<file path="src/rtl/axi2mem_pkg.sv">
// Shared types and widths for the AXI-to-TCDM memory bridge.
// Holds the beat scheduler state encoding and the ID/data/strobe widths
// used by the scheduler and its read-ID buffer.
package axi2mem_pkg;

  localparam int ID_WIDTH   = 6;
  localparam int ADDR_WIDTH = 32;
  localparam int DATA_WIDTH = 32;
  localparam int STRB_WIDTH = 4;

  // Scheduler FSM encoding, kept as plain constants so legacy tools that
  // dislike enums in ports and hierarchical references still read it.
  typedef logic [1:0] sched_state_t;

  localparam sched_state_t ST_ARB     = 2'd0;
  localparam sched_state_t ST_RD_BEAT = 2'd1;
  localparam sched_state_t ST_WR_BEAT = 2'd2;

endpackage

</file>
<file path="src/rtl/axi2mem_buffer.sv">
// Small synchronous FIFO used to remember {last, id} of read beats that
// have been issued to TCDM but whose response has not been pushed yet.
// Push is ignored when full and pop is ignored when empty, so neither
// pointer can run past the stored data.
module axi2mem_buffer #(
  parameter int DATA_WIDTH   = 7,
  parameter int BUFFER_DEPTH = 2
) (
  input  logic                  clk_i,
  input  logic                  rst_ni,
  input  logic                  i_push,
  input  logic [DATA_WIDTH-1:0] i_data,
  input  logic                  i_pop,
  output logic [DATA_WIDTH-1:0] o_data,
  output logic                  o_empty,
  output logic                  o_full
);

  localparam int PTR_W = (BUFFER_DEPTH > 1) ? $clog2(BUFFER_DEPTH) : 1;
  localparam int CNT_W = $clog2(BUFFER_DEPTH + 1);

  logic [DATA_WIDTH-1:0] r_mem [BUFFER_DEPTH];
  logic [PTR_W-1:0]      r_wrPtr;
  logic [PTR_W-1:0]      r_rdPtr;
  logic [CNT_W-1:0]      r_count;
  logic                  w_push;
  logic                  w_pop;

  function automatic logic [PTR_W-1:0] ptrInc(input logic [PTR_W-1:0] p);
    return (p == PTR_W'(BUFFER_DEPTH - 1)) ? '0 : p + 1'b1;
  endfunction

  assign o_empty = (r_count == '0);
  assign o_full  = (r_count == CNT_W'(BUFFER_DEPTH));
  assign w_push  = i_push && !o_full;
  assign w_pop   = i_pop && !o_empty;
  assign o_data  = r_mem[r_rdPtr];

  // Storage and pointers; storage is cleared so the head reads 0 in reset.
  always_ff @(posedge clk_i or negedge rst_ni) begin
    if (!rst_ni) begin
      for (int i = 0; i < BUFFER_DEPTH; i++) begin
        r_mem[i] <= '0;
      end
      r_wrPtr <= '0;
      r_rdPtr <= '0;
      r_count <= '0;
    end else begin
      if (w_push) begin
        r_mem[r_wrPtr] <= i_data;
        r_wrPtr        <= ptrInc(r_wrPtr);
      end
      if (w_pop) begin
        r_rdPtr <= ptrInc(r_rdPtr);
      end
      if (w_push && !w_pop) begin
        r_count <= r_count + CNT_W'(1);
      end else if (w_pop && !w_push) begin
        r_count <= r_count - CNT_W'(1);
      end
    end
  end

endmodule

</file>
<file path="src/rtl/axi2mem_tcdm_sched.sv">
// Beat scheduler between the AXI transfer units and a 2-port (2x32-bit)
// TCDM interface. Each 64-bit beat is split into two 32-bit TCDM requests
// at addr and addr+4. Reads are limited by RD_CREDITS outstanding beats;
// writes need both halves of write data available.
// Optional feature: define AXI2MEM_SCHED_WR_PRIO_EN to make writes win
// arbitration whenever eligible (default is read/write round-robin).
module axi2mem_tcdm_sched
  import axi2mem_pkg::*;
#(
  parameter int RD_CREDITS = 2
) (
  input  logic                       clk_i,
  input  logic                       rst_ni,
  input  logic                       rd_cmd_valid_i,
  output logic                       rd_cmd_ready_o,
  input  logic [ADDR_WIDTH-1:0]      rd_cmd_addr_i,
  input  logic [ID_WIDTH-1:0]        rd_cmd_id_i,
  input  logic                       rd_cmd_last_i,
  input  logic                       wr_cmd_valid_i,
  output logic                       wr_cmd_ready_o,
  input  logic [ADDR_WIDTH-1:0]      wr_cmd_addr_i,
  input  logic [1:0]                 wr_dat_gnt_i,
  output logic [1:0]                 wr_dat_req_o,
  input  logic [1:0][DATA_WIDTH-1:0] wr_dat_i,
  input  logic [1:0][STRB_WIDTH-1:0] wr_strb_i,
  output logic [1:0]                 tcdm_req_o,
  input  logic [1:0]                 tcdm_gnt_i,
  output logic [1:0][ADDR_WIDTH-1:0] tcdm_add_o,
  output logic [1:0]                 tcdm_wen_o,
  output logic [1:0][DATA_WIDTH-1:0] tcdm_wdata_o,
  output logic [1:0][STRB_WIDTH-1:0] tcdm_be_o,
  input  logic [1:0]                 tcdm_r_valid_i,
  input  logic [1:0][DATA_WIDTH-1:0] tcdm_r_rdata_i,
  output logic [1:0]                 rd_push_req_o,
  output logic [1:0][DATA_WIDTH-1:0] rd_push_dat_o,
  output logic [ID_WIDTH-1:0]        rd_push_id_o,
  output logic                       rd_push_last_o
);

  localparam int CNT_W  = $clog2(RD_CREDITS + 1);
  localparam int FIFO_W = ID_WIDTH + 1;

  sched_state_t          r_state;
  logic [ADDR_WIDTH-1:0] r_addr;
  logic [1:0]            r_done;
  logic                  r_prefWr;
  logic [CNT_W-1:0]      r_outCnt;

  logic                  w_inArb;
  logic                  w_inBeat;
  logic                  w_rdElig;
  logic                  w_wrElig;
  logic                  w_pickRd;
  logic                  w_pickWr;
  logic [1:0]            w_grant;
  logic [1:0]            w_doneNext;
  logic                  w_pop;
  logic                  w_fifoEmpty;
  logic                  w_fifoFull;
  logic [FIFO_W-1:0]     w_fifoHead;

  assign w_inArb    = (r_state == ST_ARB);
  assign w_inBeat   = (r_state == ST_RD_BEAT) || (r_state == ST_WR_BEAT);
  assign w_rdElig   = rd_cmd_valid_i && (r_outCnt < CNT_W'(RD_CREDITS)) && !w_fifoFull;
  assign w_wrElig   = wr_cmd_valid_i && (wr_dat_gnt_i == 2'b11);
  assign w_grant    = tcdm_req_o & tcdm_gnt_i;
  assign w_doneNext = r_done | w_grant;
  assign w_pop      = tcdm_r_valid_i[0] && !w_fifoEmpty;

  // Pick the next beat in ARB: fixed write priority or read/write round-robin.
  always_comb begin
    w_pickRd = 1'b0;
    w_pickWr = 1'b0;
    if (w_inArb) begin
`ifdef AXI2MEM_SCHED_WR_PRIO_EN
      w_pickWr = w_wrElig;
      w_pickRd = w_rdElig && !w_wrElig;
`else
      if (w_rdElig && w_wrElig) begin
        w_pickWr = r_prefWr;
        w_pickRd = !r_prefWr;
      end else begin
        w_pickRd = w_rdElig;
        w_pickWr = w_wrElig;
      end
`endif
    end
  end

  assign rd_cmd_ready_o = w_pickRd;
  assign wr_cmd_ready_o = w_pickWr;

  // Beat FSM: latch the chosen command, then hold until both ports granted.
  always_ff @(posedge clk_i or negedge rst_ni) begin
    if (!rst_ni) begin
      r_state  <= ST_ARB;
      r_addr   <= '0;
      r_done   <= 2'b00;
      r_prefWr <= 1'b0;
    end else begin
      case (r_state)
        ST_ARB: begin
          r_done <= 2'b00;
          if (w_pickRd) begin
            r_state  <= ST_RD_BEAT;
            r_addr   <= rd_cmd_addr_i;
            r_prefWr <= 1'b1;
          end else if (w_pickWr) begin
            r_state  <= ST_WR_BEAT;
            r_addr   <= wr_cmd_addr_i;
            r_prefWr <= 1'b0;
          end
        end
        ST_RD_BEAT, ST_WR_BEAT: begin
          if (w_doneNext == 2'b11) begin
            r_state <= ST_ARB;
            r_done  <= 2'b00;
          end else begin
            r_done <= w_doneNext;
          end
        end
        default: begin
          r_state <= ST_ARB;
          r_done  <= 2'b00;
        end
      endcase
    end
  end

  // Outstanding read beats: +1 on acceptance, -1 when port 0 response pops.
  always_ff @(posedge clk_i or negedge rst_ni) begin
    if (!rst_ni) begin
      r_outCnt <= '0;
    end else if (w_pickRd && !w_pop) begin
      r_outCnt <= r_outCnt + CNT_W'(1);
    end else if (w_pop && !w_pickRd) begin
      r_outCnt <= r_outCnt - CNT_W'(1);
    end
  end

  // TCDM request side; everything is forced to 0 outside a beat state.
  always_comb begin
    tcdm_req_o    = 2'b00;
    tcdm_add_o    = '0;
    tcdm_wen_o    = 2'b00;
    tcdm_wdata_o  = '0;
    tcdm_be_o     = '0;
    wr_dat_req_o  = 2'b00;
    if (w_inBeat) begin
      tcdm_req_o    = ~r_done;
      tcdm_add_o[0] = r_addr;
      tcdm_add_o[1] = r_addr + 32'd4;
    end
    if (r_state == ST_RD_BEAT) begin
      tcdm_wen_o = 2'b11;
    end
    if (r_state == ST_WR_BEAT) begin
      tcdm_wdata_o = wr_dat_i;
      tcdm_be_o    = wr_strb_i;
      wr_dat_req_o = (~r_done) & tcdm_gnt_i;
    end
  end

  // Read responses pass straight through; held quiet while in reset.
  assign rd_push_req_o = rst_ni ? tcdm_r_valid_i : 2'b00;
  assign rd_push_dat_o = rst_ni ? tcdm_r_rdata_i : '0;
  assign {rd_push_last_o, rd_push_id_o} = w_fifoHead;

  axi2mem_buffer #(
    .DATA_WIDTH   (FIFO_W),
    .BUFFER_DEPTH (RD_CREDITS)
  ) i_id_fifo (
    .clk_i   (clk_i),
    .rst_ni  (rst_ni),
    .i_push  (w_pickRd),
    .i_data  ({rd_cmd_last_i, rd_cmd_id_i}),
    .i_pop   (w_pop),
    .o_data  (w_fifoHead),
    .o_empty (w_fifoEmpty),
    .o_full  (w_fifoFull)
  );

endmodule

</file>
<file path="config.mk">
export PLATFORM = sky130hd
export DESIGN_NAME = axi2mem_tcdm_sched
export DESIGN_NICKNAME = d
export VERILOG_FILES = /design/src/rtl/axi2mem_pkg.sv /design/src/rtl/axi2mem_buffer.sv /design/src/rtl/axi2mem_tcdm_sched.sv
export SDC_FILE = /design/constraint.sdc
export NUM_CORES = 1
export LEC_CHECK = 0
export CORE_AREA = 4 4 168 170
export DETAILED_ROUTE_END_ITERATION = 8
export DIE_AREA = 0 0 172 174
export PLACE_DENSITY = 0.53
export RECOVER_POWER = 25
export SYNTH_ARGS = -nofsm -noshare
export SYNTH_HDL_FRONTEND = slang
export SYNTH_SLANG_ARGS = --single-unit
</file>
<file path="constraint.sdc">
create_clock -name clk_i -period 3.1 [get_ports clk_i]
set_clock_uncertainty 0.1 [all_clocks]
set_input_delay 0.62 -clock clk_i [delete_from_list [all_inputs] [get_ports clk_i]]
set_output_delay 0.62 -clock clk_i [all_outputs]
set_load 0.05 [all_outputs]
</file>
After elaboration in Yosys (flattened, before gate mapping)

Index checks and enable logic that the tools add are counted.
Widths: inputs -> output; s select.

Register bits: 57
Bits in latches: 0
Bits in writable memories: 0
Memory bits (read-only): 0
Bits of input ports: 217
Output and inout port bits: 217
Logic and storage cells: 96
Memories kept: 0

Add/sub/neg operators: 7
$mul: 0
Div/mod/pow operators: 0
$lt $le $gt $ge: 4
Equality and inequality tests: 7
Shift operators: 0
Mux-type cells: 34
Bitwise operators: 6
Reduce and logical (&&, ||, !) cells: 28

Operators by type and width:

| cell                  | number |
|---|---|
| $mux 64               | 3 |
| $mux 32               | 2 |
| $add 32x3->32 const B | 1 |
| $mux 7                | 4 |
| $mux 2                | 13 |
| $bwmux 14             | 1 |
| $logic_and 1x1->1     | 12 |
| $eq 2x2->1 const B    | 4 |
| $mux 1                | 8 |
| $mux 8                | 1 |
| $demux 7 s1           | 1 |
| $logic_not 1->1       | 7 |
| $reduce_bool 2->1     | 3 |
| $add 2x1->2 const B   | 2 |
| $and 2x2->2           | 2 |
| $ge 2x2->1 const B    | 2 |
| $logic_not 2->1       | 2 |
| $not 1->2             | 2 |
| $pmux 2 s2            | 1 |
| $reduce_and 2->1      | 2 |
| $sub 2x1->2 const B   | 2 |
| $ne 3x2->1 const B    | 1 |
| $add 1x1->1 const B   | 2 |
| $eq 2x1->1 const B    | 1 |
| other kinds (7)       | 7 |

Longest topological paths before layout

Word-level depth: 11
Mapped depth: 9
Depth with buffers taken out: 8

By module

From an unflattened synthesis, not the netlist that was laid out.

Cells, all modules: 520
Area total of the unflattened synthesis: 4466.8 um^2

Modules (own cells, without submodules):

| module             | instances | cells an instance | area each (um^2) | sequential area each (um^2) |
|---|---|---|---|---|
| axi2mem_tcdm_sched | 1         | 465               | 3658.5           | 975.9 |
| axi2mem_buffer     | 1         | 55                | 808.3            | 450.4 |

Worst setup path after synthesis

OpenSTA, ideal clock, no wires.

Kind: register to output
Start: register r_addr[2]
End: output tcdm_add_o[53] in the netlist's numbering
Data arrival time: 2.444 ns
Required time: 2.380 ns
Path slack: -0.064 ns
Stages on the path, launching flop included: 5
Buffers on the path: 0
Path through: dfrtp_1 nand3_1 nor4_1 a21oi_1 a311oi_1

RTL lines:

| what                   | line                      | RTL |
|---|---|---|
| start, declared        | axi2mem_tcdm_sched.sv:44  | `logic [ADDR_WIDTH-1:0] r_addr;` |
| start signal, assigned | axi2mem_tcdm_sched.sv:106 | `r_addr <= rd_cmd_addr_i;` |
| start signal, assigned | axi2mem_tcdm_sched.sv:110 | `r_addr <= wr_cmd_addr_i;` |
| end, declared          | axi2mem_tcdm_sched.sv:28  | `output logic [1:0][ADDR_WIDTH-1:0] tcdm_add_o,` |

==> metrics.md <==
| Metric | Value |
|---|---|
| Leakage Power | 4.73 nW |
| Number of detailed-route iterations in the first pass | 5 |
| Layout cell share with drive strength beyond 1 | 30.2% |
| Async set-or-reset flop fraction in the synthesized netlist | 100% |
| Number of filler cells placed in the layout | 2622 |
| Register-to-Register Path Depth | 5 |
| Clock-pin transition on the worst setup and hold timing paths | 0.06 ns |
| Setup repair after global routing missed its margin | false |
| Die width | 172 um |
| Arrival time of data at the critical path endpoint | 2.30 ns |
| Leading cell type in the layout, fill and taps excluded | sky130_fd_sc_hd__clkdlybuf4s50_1 |
| Post-route minimum period | 3.02 ns |
| Deepest clock path buffer count | 2 |
| Sequential cell area fraction in the yosys report | 31.6% |
| Cell Count, Final, Fillers Out | 1305 |
| Final routed wire length divided by cell count | 20.4 um |
| Area taken by multi-input logic gates | 2960 um2 |
| Gr ovfl total | 0 |
| Final critical-path share of the clock period | 97.5% |
| Flop-to-flop setup slack | 0.78 ns |
| Path type of the worst setup path | flop to output port |
| # port buffers | 433 |
| Worst r2r dst | r_addr[26] |
| I/O pins | 434 |
| Starting density of the core | 16.9% |
| Critical path peak fanout | 5 |
| Total of flip-flops plus latches after synthesis | 57 |
| Final layout net count | 1180 |
| Clock sink total | 57 |
| Layout-stage area growth over the synthesis result | 146% |
| Standard-cell rows | 60 |
| Largest stage delay, worst path | 0.53 ns |
| Total buffers and inverters traversed by the critical path | 1 |
| Worst skew pair latency | 0.34 ns |
| Area of the core region | 26700 um2 |
| Clock tree from TritonCTS | yes |
| Pin count of the biggest net entering global routing | 69 |
| Remaining DRCs | 0 |
| Highest clock frequency the design can meet | 331 MHz |
| Via count of the first global-routing pass | 5615 |
| Top library cells by usage in the layout, fill and taps aside | 222 x sky130_fd_sc_hd__clkdlybuf4s50_1, 164 x sky130_fd_sc_hd__and2_1, 153 x sky130_fd_sc_hd__buf_12 |
| Global Route Usage Sum | 16.9% |
| Worst path cell trace | nand4_4, or3_4, or4_1, a21oi_2, buf_12 |
| Reg-to-reg startpoint | r_outCnt[1] |
| Placed Instances | 1280 |
| Vert. Die Dim | 174 um |
| Synth Area per Inst | 8.64 um2 |
| Worst-margin pin slew | 1.08 ns |
| DR iter-0 viols | 247 |
| Critical path capture point type | output port |
| Clock Root Buffer | sky130_fd_sc_hd__clkbuf_16 |
| Distinct cell type count of the synthesized netlist | 44 |
| Synthesized instance count | 522 |
| Setup TNS Final | 0 ns |
| Number of antenna violations at the first check in global routing | 8 |
| Global-route wire length before repair | 37800 um |
| Synthesized netlist net count | 745 |
| Dpl ws | 0.162 ns |
| Detailed Route WL | 26600 um |
| Number of flops mapped to enable cells by yosys | 0 |
| DRT antenna net count | 0 |
| Crit-path slowest cell | sky130_fd_sc_hd__or4_1 |
| Post-DR vias/cell | 4.20 |
| Worst setup margin | 0.0771 ns |
| Relative slew slack | 28.0% |
| Worst path top cell family by delay | simple AND/OR/NAND/NOR gates |
| Outcome | finished, final reports clean |
| Max-capacitance violation count | 0 |
| Final Core Density | 41.5% |
| Yosys warning total | 0 |
| Final Hold Violating Endpoints | 0 |
| DP HPWL | 22400 um |
| Min-Delay Path Class | flop to flop |
| Count of final setup violators | 0 |
| Most common flop cell mapped by yosys | sky130_fd_sc_hd__dfrtp_1 |
| Capture point of the critical path | tcdm_add_o[56] |
| Count of final max-slew check failures | 0 |
| Launching element of the worst setup path | r_addr[18] |
| CTS H-Tree Depth | 3 |
| Depth of the critical timing path with buffers and inverters included | 5 |
| Via count | 5476 |
| Register cell area after layout | 1430 um2 |
| DIE AREA | 29900 um2 |
| Nature of the critical path startpoint | flop |
| Number of clock buffers inserted by TritonCTS | 9 |
| GP Congestion | 0.846 |
| Power per unit of standard cell area | 938 nW/um2 |
| Worst endpoint required time | 2.38 ns |
| Maximum VDD drop | 601 uV |
| Synthesized cell area | 4510 um2 |
-- cells in the mapped netlist, drive strengths merged, types with 9 or more instances --
cell / count / area share, %
nor2: 39 / 3.2
xnor2: 9 / 1.7
buf: 10 / 1.2
nand4: 10 / 1.5
mux2: 33 / 8.2
nand2: 13 / 1.1
a22o: 30 / 5.8
nand3: 14 / 1.7
dfrtp: 57 / 32
xor2: 11 / 2.1
clkbuf: 30 / 2.5
and2: 171 / 24
a21o: 30 / 5.0
-- power by group --
group	switching (W)	internal (W)	leakage (nW)	total (W)
sequential	0.000382	0.00112	0.692	0.00150
combinational	0.00428	0.00346	3.87	0.00774
clock	0.000380	0.000789	0.163	0.00117
total	0.00504	0.00537	4.73	0.0104
-- sequential cells by signal, summed over array words and instances (netlist names) --
register	cells
r_state	2
r_prefWr	1
i_id_fifo.r_count	2
i_id_fifo.r_rdPtr	1
i_id_fifo.r_wrPtr	1
r_done	2
r_outCnt	2
r_addr	32
i_id_fifo.r_mem	14
-- cells by family (layout without fill, tap and decap cells) --
kind of cell | after synthesis | after routing | synth area share, %
AOI/OAI and AO/OA | 80 | 80 | 14.1
adders and majority gates | 6 | 6 | 1.66
buffers and inverters | 46 | 486 | 4.25
muxes | 35 | 35 | 8.68
DFF | 57 | 57 | 31.6
xor gates and xnor gates | 20 | 20 | 3.88
other | 0 | 2 | 0
and+or+nand+nor | 278 | 278 | 35.8
-- worst register-to-register path, stage by stage, from the launching register on --
cell and delay (ns):
sky130_fd_sc_hd__dfrtp_1 0.38, sky130_fd_sc_hd__nand2b_1 0.22, sky130_fd_sc_hd__o311a_2 0.48, sky130_fd_sc_hd__clkbuf_2 0.46
sky130_fd_sc_hd__a22o_1 0.41, sky130_fd_sc_hd__a21o_1 0.16
-- per-layer routing --
metal  share of wire [%]  vias to the layer above  GRT usage [%]
met4                 1.6                        4           3.50
met2                  52                      252           30.8
li1                    -                     2654              -
met3                 8.4                       26           5.59
met5                0.13                        -              0
met1                  38                     2540           19.1
-- stage by stage --
| step | power, W | area, um2 | hold slack, ns |
|---|---|---|---|
| final | 0.0104 | 11100 | 0.356 |
| after global routing | 0.0109 | 11100 | 0.364 |
| after CTS | 0.0105 | 11100 | 0.359 |
| after detailed placement | 0.00920 | 10700 | 0.353 |
| after global placement | 0.00918 | 10700 | 0.348 |
| after floorplan | 0.00540 | 4520 | 0.224 |
-- worst min-delay path by stage --
stage                     start                    to  slack (ns)  cells after the start
global route        r_outCnt[1]           r_outCnt[1]        0.36                      1
finish              r_outCnt[1]           r_outCnt[1]        0.36                      1
CTS                 r_outCnt[1]           r_outCnt[1]        0.36                      1
global placement    r_outCnt[1]           r_outCnt[1]        0.35                      1
floorplan                rst_ni  i_id_fifo.r_count[0]        0.22                      0
detailed placement  r_outCnt[1]           r_outCnt[1]        0.35                      1
-- final cells by class --
class / count / share of cell area (%)
repair buffers: 464 / 53.2
multi-input cells: 419 / 26.6
flip-flops and latches: 57 / 12.9
well taps: 341 / 3.85
clock buffers: 10 / 2.06
clock inverters: 6 / 1.04
inverters: 6 / 0.203
diodes: 2 / 0.0451
-- repair_timing --
action                                  in CTS  in global routing
hold buffers                                 0                  0
buffers inserted                             5                  2
hold endpoints to repair                     0                  0
pin swaps                                    0                  3
resized for setup                           10                  8
endpoints found under the setup margin       3                 10
Note: power is estimated with default switching activity, not from simulation.
